===== config.mk =====
export PLATFORM = sky130hd
export DESIGN_NAME = inst_fetch_flat
export DESIGN_NICKNAME = d
export VERILOG_FILES = /design/src/rtl/inst_fetch_if.sv /design/src/rtl/inst_fetch.sv /design/src/flat_wrapper.sv
export SDC_FILE = /design/constraint.sdc
export NUM_CORES = 1
export LEC_CHECK = 0
export ABC_CLOCK_PERIOD_IN_PS = 7300
export CORE_MARGIN = 8
export CORE_UTILIZATION = 35
export DETAILED_ROUTE_END_ITERATION = 8
export HOLD_SLACK_MARGIN = 0.03
export PLACE_DENSITY = 0.59
export RECOVER_POWER = 50
export SYNTH_ARGS = -nofsm -noshare
export SYNTH_HDL_FRONTEND = slang
export SYNTH_SLANG_ARGS = --single-unit

===== constraint.sdc =====
create_clock -name clk -period 7.3 [get_ports clk]
set_clock_uncertainty 0.1 [all_clocks]
set_input_delay 1.46 -clock clk [delete_from_list [all_inputs] [get_ports clk]]
set_output_delay 1.46 -clock clk [all_outputs]
set_load 0.05 [all_outputs]

===== src/rtl/inst_fetch_if.sv =====
// ============================================================================
// inst_fetch_if : fetch-stage bus (imem request/response, decode control, ID regs)
// Revision 1.0
// ============================================================================
`default_nettype none

interface inst_fetch_if;
  logic        imem_en;
  logic [31:0] imem_addr;
  logic [31:0] imem_rdata;
  logic        id_stall;
  logic        redirect_en;
  logic [31:0] redirect_pc;
  logic        flush;
  logic [31:0] flush_pc;
  logic        id_valid;
  logic [31:0] id_inst;
  logic [31:0] id_pc;
  logic [31:0] id_pc4;

  modport master (
    output imem_en, imem_addr, id_valid, id_inst, id_pc, id_pc4,
    input  imem_rdata, id_stall, redirect_en, redirect_pc, flush, flush_pc
  );

  modport slave (
    input  imem_en, imem_addr, id_valid, id_inst, id_pc, id_pc4,
    output imem_rdata, id_stall, redirect_en, redirect_pc, flush, flush_pc
  );
endinterface

`default_nettype wire


===== src/rtl/inst_fetch.sv =====
// ============================================================================
// inst_fetch : PC, 1-cycle imem fetch, skid buffer and IF/ID register
// Revision 1.0
// ============================================================================
`default_nettype none

module inst_fetch #(
  parameter logic [31:0] RESET_PC = 32'h0000_0000
) (
  input  wire logic   clk,
  input  wire logic   rst,
  inst_fetch_if.master bus
);

  logic [31:0] pc_q, pc_d;
  logic        inflight_q, inflight_d;
  logic [31:0] inflight_pc_q, inflight_pc_d;
  logic        skid_valid_q, skid_valid_d;
  logic [31:0] skid_inst_q, skid_inst_d;
  logic [31:0] skid_pc_q, skid_pc_d;
  logic        id_valid_q, id_valid_d;
  logic [31:0] id_inst_q, id_inst_d;
  logic [31:0] id_pc_q, id_pc_d;
  logic [31:0] id_pc4_q, id_pc4_d;

  logic [31:0] addr_raw;
  logic [31:0] fetch_addr;
  logic        fetch_en;

  always_comb begin
    if (bus.flush)
      addr_raw = bus.flush_pc;
    else if (bus.redirect_en && !bus.id_stall)
      addr_raw = bus.redirect_pc;
    else
      addr_raw = pc_q;
    fetch_addr = {addr_raw[31:2], 2'b00};
  end

  assign fetch_en = ~rst & (bus.flush | ~bus.id_stall);

  always_comb begin
    pc_d          = pc_q;
    inflight_d    = 1'b0;
    inflight_pc_d = inflight_pc_q;
    skid_valid_d  = skid_valid_q;
    skid_inst_d   = skid_inst_q;
    skid_pc_d     = skid_pc_q;
    id_valid_d    = id_valid_q;
    id_inst_d     = id_inst_q;
    id_pc_d       = id_pc_q;
    id_pc4_d      = id_pc4_q;

    if (fetch_en) begin
      pc_d          = fetch_addr + 32'd4;
      inflight_d    = 1'b1;
      inflight_pc_d = fetch_addr;
    end

    if (bus.flush) begin
      id_valid_d   = 1'b0;
      id_inst_d    = 32'h0;
      skid_valid_d = 1'b0;
    end else if (!bus.id_stall) begin
      // Skidded word is older than anything now arriving, so it goes first.
      if (skid_valid_q) begin
        id_valid_d   = 1'b1;
        id_inst_d    = skid_inst_q;
        id_pc_d      = skid_pc_q;
        id_pc4_d     = skid_pc_q + 32'd4;
        skid_valid_d = 1'b0;
      end else if (inflight_q) begin
        id_valid_d = 1'b1;
        id_inst_d  = bus.imem_rdata;
        id_pc_d    = inflight_pc_q;
        id_pc4_d   = inflight_pc_q + 32'd4;
      end else begin
        id_valid_d = 1'b0;
        id_inst_d  = 32'h0;
      end
    end else if (inflight_q && !skid_valid_q) begin
      skid_valid_d = 1'b1;
      skid_inst_d  = bus.imem_rdata;
      skid_pc_d    = inflight_pc_q;
    end
  end

  always_ff @(posedge clk) begin
    if (rst) begin
      pc_q          <= RESET_PC;
      inflight_q    <= 1'b0;
      inflight_pc_q <= 32'h0;
      skid_valid_q  <= 1'b0;
      skid_inst_q   <= 32'h0;
      skid_pc_q     <= 32'h0;
      id_valid_q    <= 1'b0;
      id_inst_q     <= 32'h0;
      id_pc_q       <= 32'h0;
      id_pc4_q      <= 32'h0;
    end else begin
      pc_q          <= pc_d;
      inflight_q    <= inflight_d;
      inflight_pc_q <= inflight_pc_d;
      skid_valid_q  <= skid_valid_d;
      skid_inst_q   <= skid_inst_d;
      skid_pc_q     <= skid_pc_d;
      id_valid_q    <= id_valid_d;
      id_inst_q     <= id_inst_d;
      id_pc_q       <= id_pc_d;
      id_pc4_q      <= id_pc4_d;
    end
  end

  assign bus.imem_en   = fetch_en;
  assign bus.imem_addr = fetch_addr;
  assign bus.id_valid  = id_valid_q;
  assign bus.id_inst   = id_inst_q;
  assign bus.id_pc     = id_pc_q;
  assign bus.id_pc4    = id_pc4_q;

endmodule

`default_nettype wire


===== src/flat_wrapper.sv =====
// flat-port wrapper written by rule: the top's interface ports become plain ports
module inst_fetch_flat 
#(
  parameter logic [31:0] RESET_PC = 32'h0000_0000
)
  (clk, rst, bus_imem_en, bus_imem_addr, bus_id_valid, bus_id_inst, bus_id_pc, bus_id_pc4, bus_imem_rdata, bus_id_stall, bus_redirect_en, bus_redirect_pc, bus_flush, bus_flush_pc);
  inst_fetch_if bus_i ();
  input  wire logic clk;
  input  wire logic rst;
  output wire logic [$bits(bus_i.imem_en)-1:0] bus_imem_en;
  output wire logic [$bits(bus_i.imem_addr)-1:0] bus_imem_addr;
  output wire logic [$bits(bus_i.id_valid)-1:0] bus_id_valid;
  output wire logic [$bits(bus_i.id_inst)-1:0] bus_id_inst;
  output wire logic [$bits(bus_i.id_pc)-1:0] bus_id_pc;
  output wire logic [$bits(bus_i.id_pc4)-1:0] bus_id_pc4;
  input wire logic [$bits(bus_i.imem_rdata)-1:0] bus_imem_rdata;
  input wire logic [$bits(bus_i.id_stall)-1:0] bus_id_stall;
  input wire logic [$bits(bus_i.redirect_en)-1:0] bus_redirect_en;
  input wire logic [$bits(bus_i.redirect_pc)-1:0] bus_redirect_pc;
  input wire logic [$bits(bus_i.flush)-1:0] bus_flush;
  input wire logic [$bits(bus_i.flush_pc)-1:0] bus_flush_pc;
  assign bus_imem_en = bus_i.imem_en;
  assign bus_imem_addr = bus_i.imem_addr;
  assign bus_id_valid = bus_i.id_valid;
  assign bus_id_inst = bus_i.id_inst;
  assign bus_id_pc = bus_i.id_pc;
  assign bus_id_pc4 = bus_i.id_pc4;
  assign bus_i.imem_rdata = bus_imem_rdata;
  assign bus_i.id_stall = bus_id_stall;
  assign bus_i.redirect_en = bus_redirect_en;
  assign bus_i.redirect_pc = bus_redirect_pc;
  assign bus_i.flush = bus_flush;
  assign bus_i.flush_pc = bus_flush_pc;
  inst_fetch #(.RESET_PC(RESET_PC)) u_core (.clk(clk), .rst(rst), .bus(bus_i));
endmodule

; ---- Word level (Yosys, flattened, before mapping)
; Cells that the tools add are included.
[op_classes]
addsub = 3
mul = 0
div = 0
magnitude_cmp = 0
n_eq_ne = 0
shift = 0
muxes = 11
n_bitwise = 5
reduce_logical = 9
[ops]
columns = op, count
row1 = $mux 32, 8
row2 = $add 32x3->32 const B, 3
row3 = $reduce_and 3->1, 2
row4 = $mux 1, 3
row5 = $not 1->1, 3
row6 = $reduce_or 3->1, 1
row7 = $logic_and 1x1->1, 2
row8 = $logic_not 1->1, 2
row9 = $reduce_bool 2->1, 1
row10 = $reduce_or 2->1, 1
row11 = $and 1x1->1, 1
row12 = $or 1x1->1, 1
[word_totals]
ff_bits = 223
latchBits = 0
ramBits = 0
rom_bits = 0
input_bits = 101
output_inout_bits = 130
wordCells = 38
mem_count = 0

; ---- Longest topological paths before layout
; Gate-level depths: netlist (run 1).
[depth]
word_depth = 5
ltp_mapped = 14
mapped_depth_nobuf = 9

; ---- Least setup slack after synthesis (run 1)
; No wires, ideal clock.
[synth_timing]
kind = input -> output
startpoint = in bus_flush
endpoint = out bus_imem_en
t_arrival_ns = 3.089
t_required_ns = 5.740
setup_slack_ns = 2.651
cell_stages = 8
path_buffers = 5
cell_sequence = buf_6 > nand2b_1 > clkbuf_1 > nand2b_1 > clkbuf_1 > inv_1 > clkbuf_1 > buf_1
[synth_via]
elab_chain_cells = 2
[synth_lines]
columns = item, line_no
row1 = start: declaration, flat_wrapper.sv:20  ; input wire logic [$bits(bus_i.flush)-1:0] bus_flush;
row2 = $or 1x1->1, inst_fetch.sv:40  ; assign fetch_en = ~rst & (bus.flush | ~bus.id_stall);
row3 = $and 1x1->1, inst_fetch.sv:40
row4 = end: declaration, flat_wrapper.sv:10  ; output wire logic [$bits(bus_i.imem_en)-1:0] bus_imem_en;
; No other way between the ends.

; ---- Worst setup path in the final report (run 1)
[layout_timing]
startpoint = in bus_redirect_en
endpoint = out bus_imem_addr[23]
[layout_via]
elab_chain_cells = 3
[layout_lines]
columns = item, line_no
row1 = start: declaration, flat_wrapper.sv:18  ; input wire logic [$bits(bus_i.redirect_en)-1:0] bus_redirect_en;
row2 = $logic_and 1x1->1, inst_fetch.sv:33  ; else if (bus.redirect_en && !bus.id_stall)
row3 = $mux 32, inst_fetch.sv:33
row4 = $mux 32, inst_fetch.sv:31  ; if (bus.flush)
row5 = end: declaration, flat_wrapper.sv:11  ; output wire logic [$bits(bus_i.imem_addr)-1:0] bus_imem_addr;
; No other way between the ends.

==> results_dict.tcl, run 1 <==
set metrics [dict create \
    ys_types 67 \
    finalHoldViolations 0 \
    power_frac_comb 0.173 \
    die_w_um 190.0 \
    synth_edf_count 0 \
    die_area_um2 36110 \
    violations "max-capacitance violations, max-slew violations" \
    drv_slew 252 \
    clockPowerShare 0.415 \
    status "complete, but fails checks" \
    regArea_um2 4348 \
    leakagePower_nw 5.149 \
    synth_seq_area_share 0.4099 \
    clock_latency_ns 0.52 \
    use_met3 0.03112 \
    fp.coreArea_um2 29720 \
    cp_max_fo 13 \
    grt_use_met2 0.3129 \
    htreeDepth 1 \
    start_util 0.3567 \
    layout-drive-gt1-share 0.06411 \
    layout_common_cells "nand2_1, dfxtp_1, nor2_1" \
    cap_violations 5 \
    period_share 0.8020 \
    cts_setup_buffers 0 \
    worstSetupEndpointType "primary output" \
    cts_hold_buffers 0 \
    ir_worst_vdd_uv 159.1 \
    internal_power_w 0.002226 \
    ioPinCount 231 \
    syn_area_um2 10600 \
    switching_power_w 0.0008875 \
    clkSinkCount 217 \
    stdcell_count 1903 \
    cts_root_buf "clkbuf_16" \
    p_sw_frac 0.2850 \
    clk_transition_reported_paths_ns 0.06 \
    drtAntennaViolNets 0 \
    wl_per_cell_um 17.50 \
    dp_hpwl_um 22940 \
    clock.fmax_mhz 170.8 \
    busiest_layer "met2" \
    seqPwrFrac 0.412 \
    rsz0062_at_grt "no" \
    fill_cells 2965 \
    via_count 9839 \
    placementRows 63 \
    ys_seq_elements 217 \
    area_growth_pct 29.89 \
    diodes 0 \
    hp-class "register to register" \
    clockBufferDepth 3 \
    grt_pass1_wl_um 52140 \
    pwr_density_cell_nw_per_um2 226.2 \
    use_met1 0.2144 \
    syn_area_per_cell_um2 7.945 \
    grt_pass1_vias 9367 \
    final_core_util 0.4633 \
    die_h_um 190.0 \
    globalRouteOverflowTotal 0 \
    multiInputGateArea_um2 5675 \
    period_needed_ns 5.854 \
    cts_tree "done" \
    critPathKind "input pin to primary output" \
    critPathRequiredTime_ns 5.74 \
    nets 1597 \
    numCtsBuffers 25 \
    drt_iter0_drc 649 \
    antenna_found_initial 0 \
    ys_async_sr_fraction 0 \
    via_per_inst 5.170 \
    place.gp.congestion 0.8325 \
    tightest_slew_ns 2.805 \
    grt_max_degree 91 \
    wl_um 33300 \
    io_buffers 220 \
    firstDrtPassIters 5 \
    max-slew-margin-rel -0.8699 \
    fin_setup_tns_ns 0 \
    critPathLaunchType "input pin" \
    grt_use_total 0.1754 \
    synthFlopType "dfxtp_1" \
    syn_inst 1334 \
    cts_resized 0 \
    dp_cells 1857 \
    layout_commonest_cell "nand2_1" \
    drc 0 \
    final-setup-viol-count 0 \
    arrival_ns 4.29 \
    ys_warn_count 0 \
]
==> synthesized netlist by cell type, types with 17 or more instances <==
cell | number | area (µm²)
dfxtp_1 | 217 | 4344
nand3_1 | 38 | 190.2
nand2_1 | 257 | 964.7
mux2i_1 | 33 | 330.3
buf_2 | 17 | 85.08
xnor2_1 | 20 | 175.2
and2_1 | 20 | 125.1
o21ai_0 | 29 | 145.1
clkbuf_1 | 72 | 270.3
a21oi_1 | 157 | 785.8
a211oi_1 | 22 | 165.2
inv_1 | 22 | 82.58
a22o_1 | 18 | 157.7
nor2_1 | 164 | 615.6
==> state kept, by name, indices dropped and copies added, names as in the netlist <==
signal / count
u_core.skid_valid_q: 1
u_core.skid_pc_q: 30
u_core.inflight_q: 1
u_core.bus.id_pc: 30
u_core.skid_inst_q: 32
u_core.bus.id_inst: 32
u_core.bus.id_valid: 1
u_core.inflight_pc_q: 30
u_core.pc_q: 30
u_core.bus.id_pc4: 30
==> routing by layer <==
metal	vias up	wire [µm]
met2	218	16780
met3	49	1523
met5	-	0
li1	4966	-
met1	4606	14240
met4	0	761
==> critical path, stage by stage <==
cell and delay, ns:
dlygate4sd3_1 0.86, nor2b_1 0.53, mux2i_1 0.14, o21a_1 0.29, inv_1 0.18, clkdlybuf4s50_1 0.83
==> final cells by class <==
class / instances / share of cell area
clock buffer: 38 / 0.05553
clock inverter: 8 / 0.006998
inverter: 23 / 0.006271
multi-input combinational: 989 / 0.4122
sequential: 217 / 0.3158
tap: 390 / 0.03544
timing repair buffer: 238 / 0.1677
==> worst paths after layout <==
| check | startpoint | end | slack (ns) | depth (start not counted) |
|---|---|---|---|---|
| worst max-delay path | bus_redirect_en | bus_imem_addr[23] | 1.45 | 6 |
| worst min-delay path | u_core.bus.id_pc4[10] | u_core.bus.id_pc4[10] | 0.35 | 2 |
| worst max register to register | u_core.skid_valid_q | u_core.bus.id_pc4[23] | 1.87 | 7 |
| worst min register to register | u_core.bus.id_pc4[10] | u_core.bus.id_pc4[10] | 0.35 | 2 |
==> kinds of logic (layout without fill, tap and decap cells) <==
family,Yosys count,in the layout,share of synthesized area
AND/OR/NAND/NOR,615,615,0.2788
AO/OA/AOI/OAI,305,305,0.1961
flip-flops,217,217,0.4099
buffers and inverters,133,307,0.05772
multiplexers,35,35,0.03329
XOR/XNOR,26,26,0.02149
adder cells (fa/ha/maj),2,2,0.002361
other,1,6,0.0003538
==> power by group through the flow <==
| stage | registers, W | clock network, W | logic, W |
|---|---|---|---|
| 6_report | 0.00128 | 0.00129 | 0.000539 |
| 5_1_grt | 0.00129 | 0.00137 | 0.000579 |
| 3_3_place_gp | 0.00131 | 0 | 0.000541 |
| 3_5_place_dp | 0.00131 | 0 | 0.000546 |
| 4_1_cts | 0.00128 | 0.00133 | 0.000548 |
| 2_1_floorplan | 0.00134 | 0 | 0.000321 |
==> per-stage QoR <==
step	power (W)	setup slack [ns]	hold WS [ns]	instance area, µm²
6_report	0.003114	1.446	0.3468	13770
5_1_grt	0.003239	1.182	0.3670	13770
4_1_cts	0.003159	1.568	0.3530	13790
3_5_place_dp	0.001855	1.577	0.3448	12930
3_3_place_gp	0.001850	1.555	0.3392	12930
2_1_floorplan	0.001663	2.651	0.3247	10620
No activity file was read; power rests on OpenSTA's default activity.
==> run 2: changes to the inputs <==
Settings changed: ABC_CLOCK_PERIOD_IN_PS 7300 to 6100.
Clock period 7.3 ns to 6.1 ns, I/O delays scaled along.
==> run 2 against run 1 <==
  * The run still ends with max-capacitance violations, max-slew violations left
  * Total power rose by 17%
  * Sequential power rose by 20%
  * Final cell count fell by 0.26%
  * Routed wire length fell by 1.0%
==> results_dict.tcl, run 2 (synthesized netlist as in run 1, its figures left out) <==
set metrics [dict create \
    drc 0 \
    crit_chain "buf_4 -> clkbuf_2 -> nand2b_1 -> nand2b_1 -> clkbuf_1 -> a211oi_1 -> o41a_1 -> a221oi_1 -> nand3_1" \
    dp_hpwl_um 22740 \
    grt_use_met2 0.3098 \
    worst-path-buf-inv 3 \
    whs_ns 0.3452 \
    critPathKind "input pin to register" \
    cts_tree "done" \
    status "complete, but fails checks" \
    worstReg2RegStart "u_core.skid_valid_q" \
    htreeDepth 1 \
    finalHoldViolations 0 \
    arrival_ns 5.56 \
    start_util 0.3567 \
    grt_pass1_wl_um 52050 \
    drt_iter0_drc 610 \
    clock.fmax_mhz 189.7 \
    cts_setup_buffers 0 \
    pwr_density_cell_nw_per_um2 266.4 \
    rrSetupSlack_ns 2.26 \
    io_buffers 220 \
    placed_area_um2 12890 \
    critPathRequiredTime_ns 6.39 \
    busiest_layer "met2" \
    crit_cells 9 \
    antenna_found_initial 0 \
    firstDrtPassIters 4 \
    final-setup-viol-count 0 \
    fp.coreArea_um2 29720 \
    via_per_inst 5.182 \
    stdcell_count 1898 \
    use_met1 0.2189 \
    final_core_util 0.4592 \
    wl_um 32960 \
    globalRouteOverflowTotal 0 \
    dp_cells 1857 \
    use_met3 0.03039 \
    fin_setup_tns_ns 0 \
    fill_cells 2976 \
    die_h_um 190.0 \
    worstSetupEndpointType "register" \
    period_needed_ns 5.272 \
    nets 1597 \
    crit_family "buffers and inverters" \
    rr_worst_depth 7 \
    period_share 0.8643 \
    die_w_um 190.0 \
    cpPeakStageDelay_ns 1.22 \
    area_growth_pct 28.76 \
    wl_per_cell_um 17.36 \
    via_count 9835 \
    clkSinkCount 217 \
    layout-drive-gt1-share 0.07560 \
    final_cell_area_um2 13650 \
    hp-class "register to register" \
    grt_pass1_vias 9229 \
    ioPinCount 231 \
    cts_resized 0 \
    ir_worst_vdd_uv 165.7 \
    r2r_end "u_core.bus.id_pc4[23]" \
    leakagePower_nw 5.170 \
    hp-start "u_core.bus.id_pc4[8]" \
    cp_max_fo 80 \
    grt_max_degree 96 \
    grt_use_total 0.1743 \
    drv_slew 265 \
    diodes 0 \
    clk_transition_reported_paths_ns 0.06 \
    critPathSlowestCell "clkbuf_2" \
    hold_path_end "u_core.bus.id_pc4[8]" \
    layout_commonest_cell "nand2_1" \
    placementRows 63 \
    tightest_slew_ns 2.115 \
    die_area_um2 36110 \
    holdPathStages 2 \
    critPathLaunchType "input pin" \
    numCtsBuffers 25 \
    max-slew-margin-rel -0.4100 \
    layout_common_cells "nand2_1, dfxtp_1, nor2_1" \
    drtAntennaViolNets 0 \
    cpMostUsedCell "nand2b_1" \
    violations "max-capacitance violations, max-slew violations" \
    cap_violations 5 \
    place.gp.congestion 0.8371 \
    clockBufferDepth 3 \
    cts_hold_buffers 0 \
    cts_root_buf "clkbuf_16" \
    clock_latency_ns 0.51 \
    rsz0062_at_grt "no" \
]
==> run 2: final cells by class <==
cell class / instances / area (µm²) / share of cell area
clock inverter: 7 / 85.08 / 0.006235
multi-input combinational: 989 / 5669 / 0.4154
sequential: 217 / 4348 / 0.3186
timing repair buffer: 238 / 2271 / 0.1664
tap: 390 / 488.0 / 0.03576
clock buffer: 34 / 699.4 / 0.05125
inverter: 23 / 86.33 / 0.006326
==> run 2: report_power, final <==
group	total, W	internal (W)	switching, W
logic	0.000642	0.000231	0.000411
clock network	0.00146	0.000878	0.000584
registers	0.00153	0.00148	0.0000487
total	0.00364	0.00259	0.00104
==> run 2: worst max-delay path by stage <==
stage / end / startpoint / slack, ns
floorplan: bus_imem_en / bus_flush / 1.93
global placement: bus_imem_addr[23] / bus_redirect_en / 0.99
detailed placement: bus_imem_addr[23] / bus_redirect_en / 0.99
CTS: bus_imem_addr[23] / bus_redirect_en / 0.97
global route: u_core.pc_q[31] / bus_id_stall / 0.49
finish: u_core.pc_q[31] / bus_id_stall / 0.83
==> run 2: per-layer routing <==
metal	part of all wire	up-vias	wire length (µm)
li1	-	4969	-
met1	0.43	4587	14140
met2	0.51	241	16680
met3	0.051	38	1668
met4	0.014	0	469
met5	0	-	0
==> run 2: through the flow <==
stage               total power [W]  setup slack (ns)
detailed placement         0.002217            0.9872
finish                     0.003635            0.8275
global placement           0.002213            0.9910
floorplan                  0.001990             1.931
CTS                        0.003684            0.9700
global route               0.003791            0.4929
==> run 2: worst register-to-register path: stages (launching register included) <==
cell	delay, ns
dfxtp_4	0.68
buf_4	0.76
nor2_1	0.18
nor3_1	0.18
clkbuf_2	1.16
nand2_1	0.19
or4_1	0.45
nand3_1	0.09
==> run 3: changes to the inputs <==
Settings changed: CAP_MARGIN from default to 20, CORE_ASPECT_RATIO from default to 1.75.
==> run 3 against run 2 <==
  * The run still ends with max-capacitance violations, max-slew violations left
  * Sequential power hardly changed
  * Die area is 0.61% higher
  * First-iteration DRC count is 43% lower
  * Hold slack better by 0.0067 ns
  * Core utilization is 0.49 points lower
  * Worst setup slack worse by 0.013 ns
  * Critical path type is now input pin to primary output
  * Largest cell class unchanged
  * Highest routed layer unchanged
==> results_dict.tcl, run 3 (synthesized netlist as in run 1, its figures left out) <==
set metrics [dict create \
    status "complete, but fails checks" \
    violations "max-capacitance violations, max-slew violations" \
    rr_worst_depth 6 \
    wl_um 31860 \
    firstDrtPassIters 4 \
    holdPathStages 2 \
    area_growth_pct 28.40 \
    regArea_um2 4348 \
    rrSetupSlack_ns 1.41 \
    wl_per_cell_um 16.85 \
    fill_cells 3057 \
    fin_setup_tns_ns 0 \
    cap_violations 4 \
    grt_pass1_vias 9527 \
    start_util 0.3538 \
    whs_ns 0.3519 \
    cp_max_fo 36 \
    dp_cells 1853 \
    internal_power_w 0.002518 \
    power_frac_comb 0.182 \
    layout_common_cells "nand2_1, dfxtp_1, nor2_1" \
    multiInputGateArea_um2 5675 \
    final_core_util 0.4543 \
    die_h_um 246.2 \
    period_share 0.8664 \
    fp.coreArea_um2 29950 \
    worstSetupEndpointType "primary output" \
    grt_use_total 0.1706 \
    layout_commonest_cell "nand2_1" \
    drc 0 \
    ioPinCount 231 \
    power_w 0.003545 \
    cts_tree "done" \
    clock.fmax_mhz 189.2 \
    clockBufferDepth 3 \
    hp-start "u_core.bus.id_pc4[15]" \
    drt_iter0_drc 346 \
    max-slew-margin-rel -1.184 \
    final-setup-viol-count 0 \
    ir_worst_vdd_uv 173.7 \
    grt_pass1_wl_um 50930 \
    critPathRequiredTime_ns 4.78 \
    r2r_end "u_core.bus.id_pc4[23]" \
    nets 1592 \
    hold_path_end "u_core.bus.id_pc4[15]" \
    rsz0062_at_grt "no" \
    diodes 0 \
    layout-drive-gt1-share 0.07646 \
    critPathLaunchType "input pin" \
    switching_power_w 0.001026 \
    dp_hpwl_um 23280 \
    antenna_found_initial 0 \
    period_needed_ns 5.285 \
    leakagePower_nw 4.974 \
    clock_latency_ns 0.52 \
    clk_transition_reported_paths_ns 0.07 \
    cts_resized 0 \
    seqPwrFrac 0.432 \
    globalRouteOverflowTotal 0 \
    drtAntennaViolNets 0 \
    hp-class "register to register" \
    placementRows 84 \
    critPathKind "input pin to primary output" \
    drv_slew 213 \
    stdcell_count 1891 \
    p_sw_frac 0.2896 \
    via_count 9813 \
    cts_hold_buffers 0 \
    numCtsBuffers 21 \
    io_buffers 220 \
    grt_max_degree 85 \
    arrival_ns 3.96 \
    htreeDepth 1 \
    pwr_density_cell_nw_per_um2 260.5 \
    place.gp.congestion 0.8237 \
    cts_setup_buffers 0 \
    worstReg2RegStart "u_core.skid_valid_q" \
    die_area_um2 36330 \
    clockPowerShare 0.386 \
    die_w_um 147.5 \
    crit_start "bus_flush" \
    cts_root_buf "clkbuf_16" \
    clkSinkCount 217 \
    finalHoldViolations 0 \
    via_per_inst 5.189 \
    tightest_slew_ns 3.276 \
]
-- run 3: cell count changes in the layout (fill, tap and decap cells not counted), sizes merged --
cell / change
inv: +1
buf: +3
clkdlybuf4s50: +50
dlygate4sd3: -51
clkinvlp: +2
clkinv: -1
clkbuf: -8
-- run 3: stage by stage --
| stage | setup slack [ns] | instance area, µm² |
|---|---|---|
| finish | 0.8150 | 13610 |
| detailed placement | 0.8654 | 12910 |
| global placement | 0.9164 | 12910 |
| floorplan | 1.931 | 10620 |
| CTS | 0.8713 | 13630 |
| global route | 0.5937 | 13610 |
-- run 3: area by class of cell --
| cell class | instances | share of cell area |
|---|---|---|
| clock buffers | 29 | 0.04533 |
| clock inverters | 9 | 0.007631 |
| inverters | 23 | 0.006344 |
| multi-input cells | 989 | 0.4170 |
| flip-flops and latches | 217 | 0.3195 |
| well taps | 387 | 0.03558 |
| repair buffers | 237 | 0.1686 |
-- run 3: routing by layer --
layer  vias up  track usage  part of all wire
li1       4955            -                 -
met1      4586       0.1908              0.41
met2       238       0.3199              0.52
met3        34      0.02609             0.049
met4         0      0.05815             0.022
met5         -            0                 0
-- run 3: worst max path at each step --
stage | end | slack, ns | cells after the start
after floorplan | bus_imem_en | 1.93 | 8
after global placement | bus_imem_addr[23] | 0.92 | 6
after detailed placement | bus_imem_addr[23] | 0.87 | 6
after CTS | bus_imem_addr[23] | 0.87 | 6
after global routing | u_core.bus.id_pc[19] | 0.59 | 7
final | bus_imem_addr[23] | 0.82 | 6
-- run 3: worst max-delay path, stage by stage --
cell	delay, ns
clkbuf_1	0.90
buf_4	0.53
nand2_1	0.09
o21a_1	0.20
inv_1	0.17
clkdlybuf4s50_1	0.83
-- run 3: power by group through the flow --
stage	Sequential [W]	Clock, W	Combinational, W
6_report	0.00153	0.00137	0.000645
5_1_grt	0.00154	0.00147	0.000698
4_1_cts	0.00153	0.00141	0.000653
3_5_place_dp	0.00156	0	0.000650
3_3_place_gp	0.00156	0	0.000645
2_1_floorplan	0.00161	0	0.000384
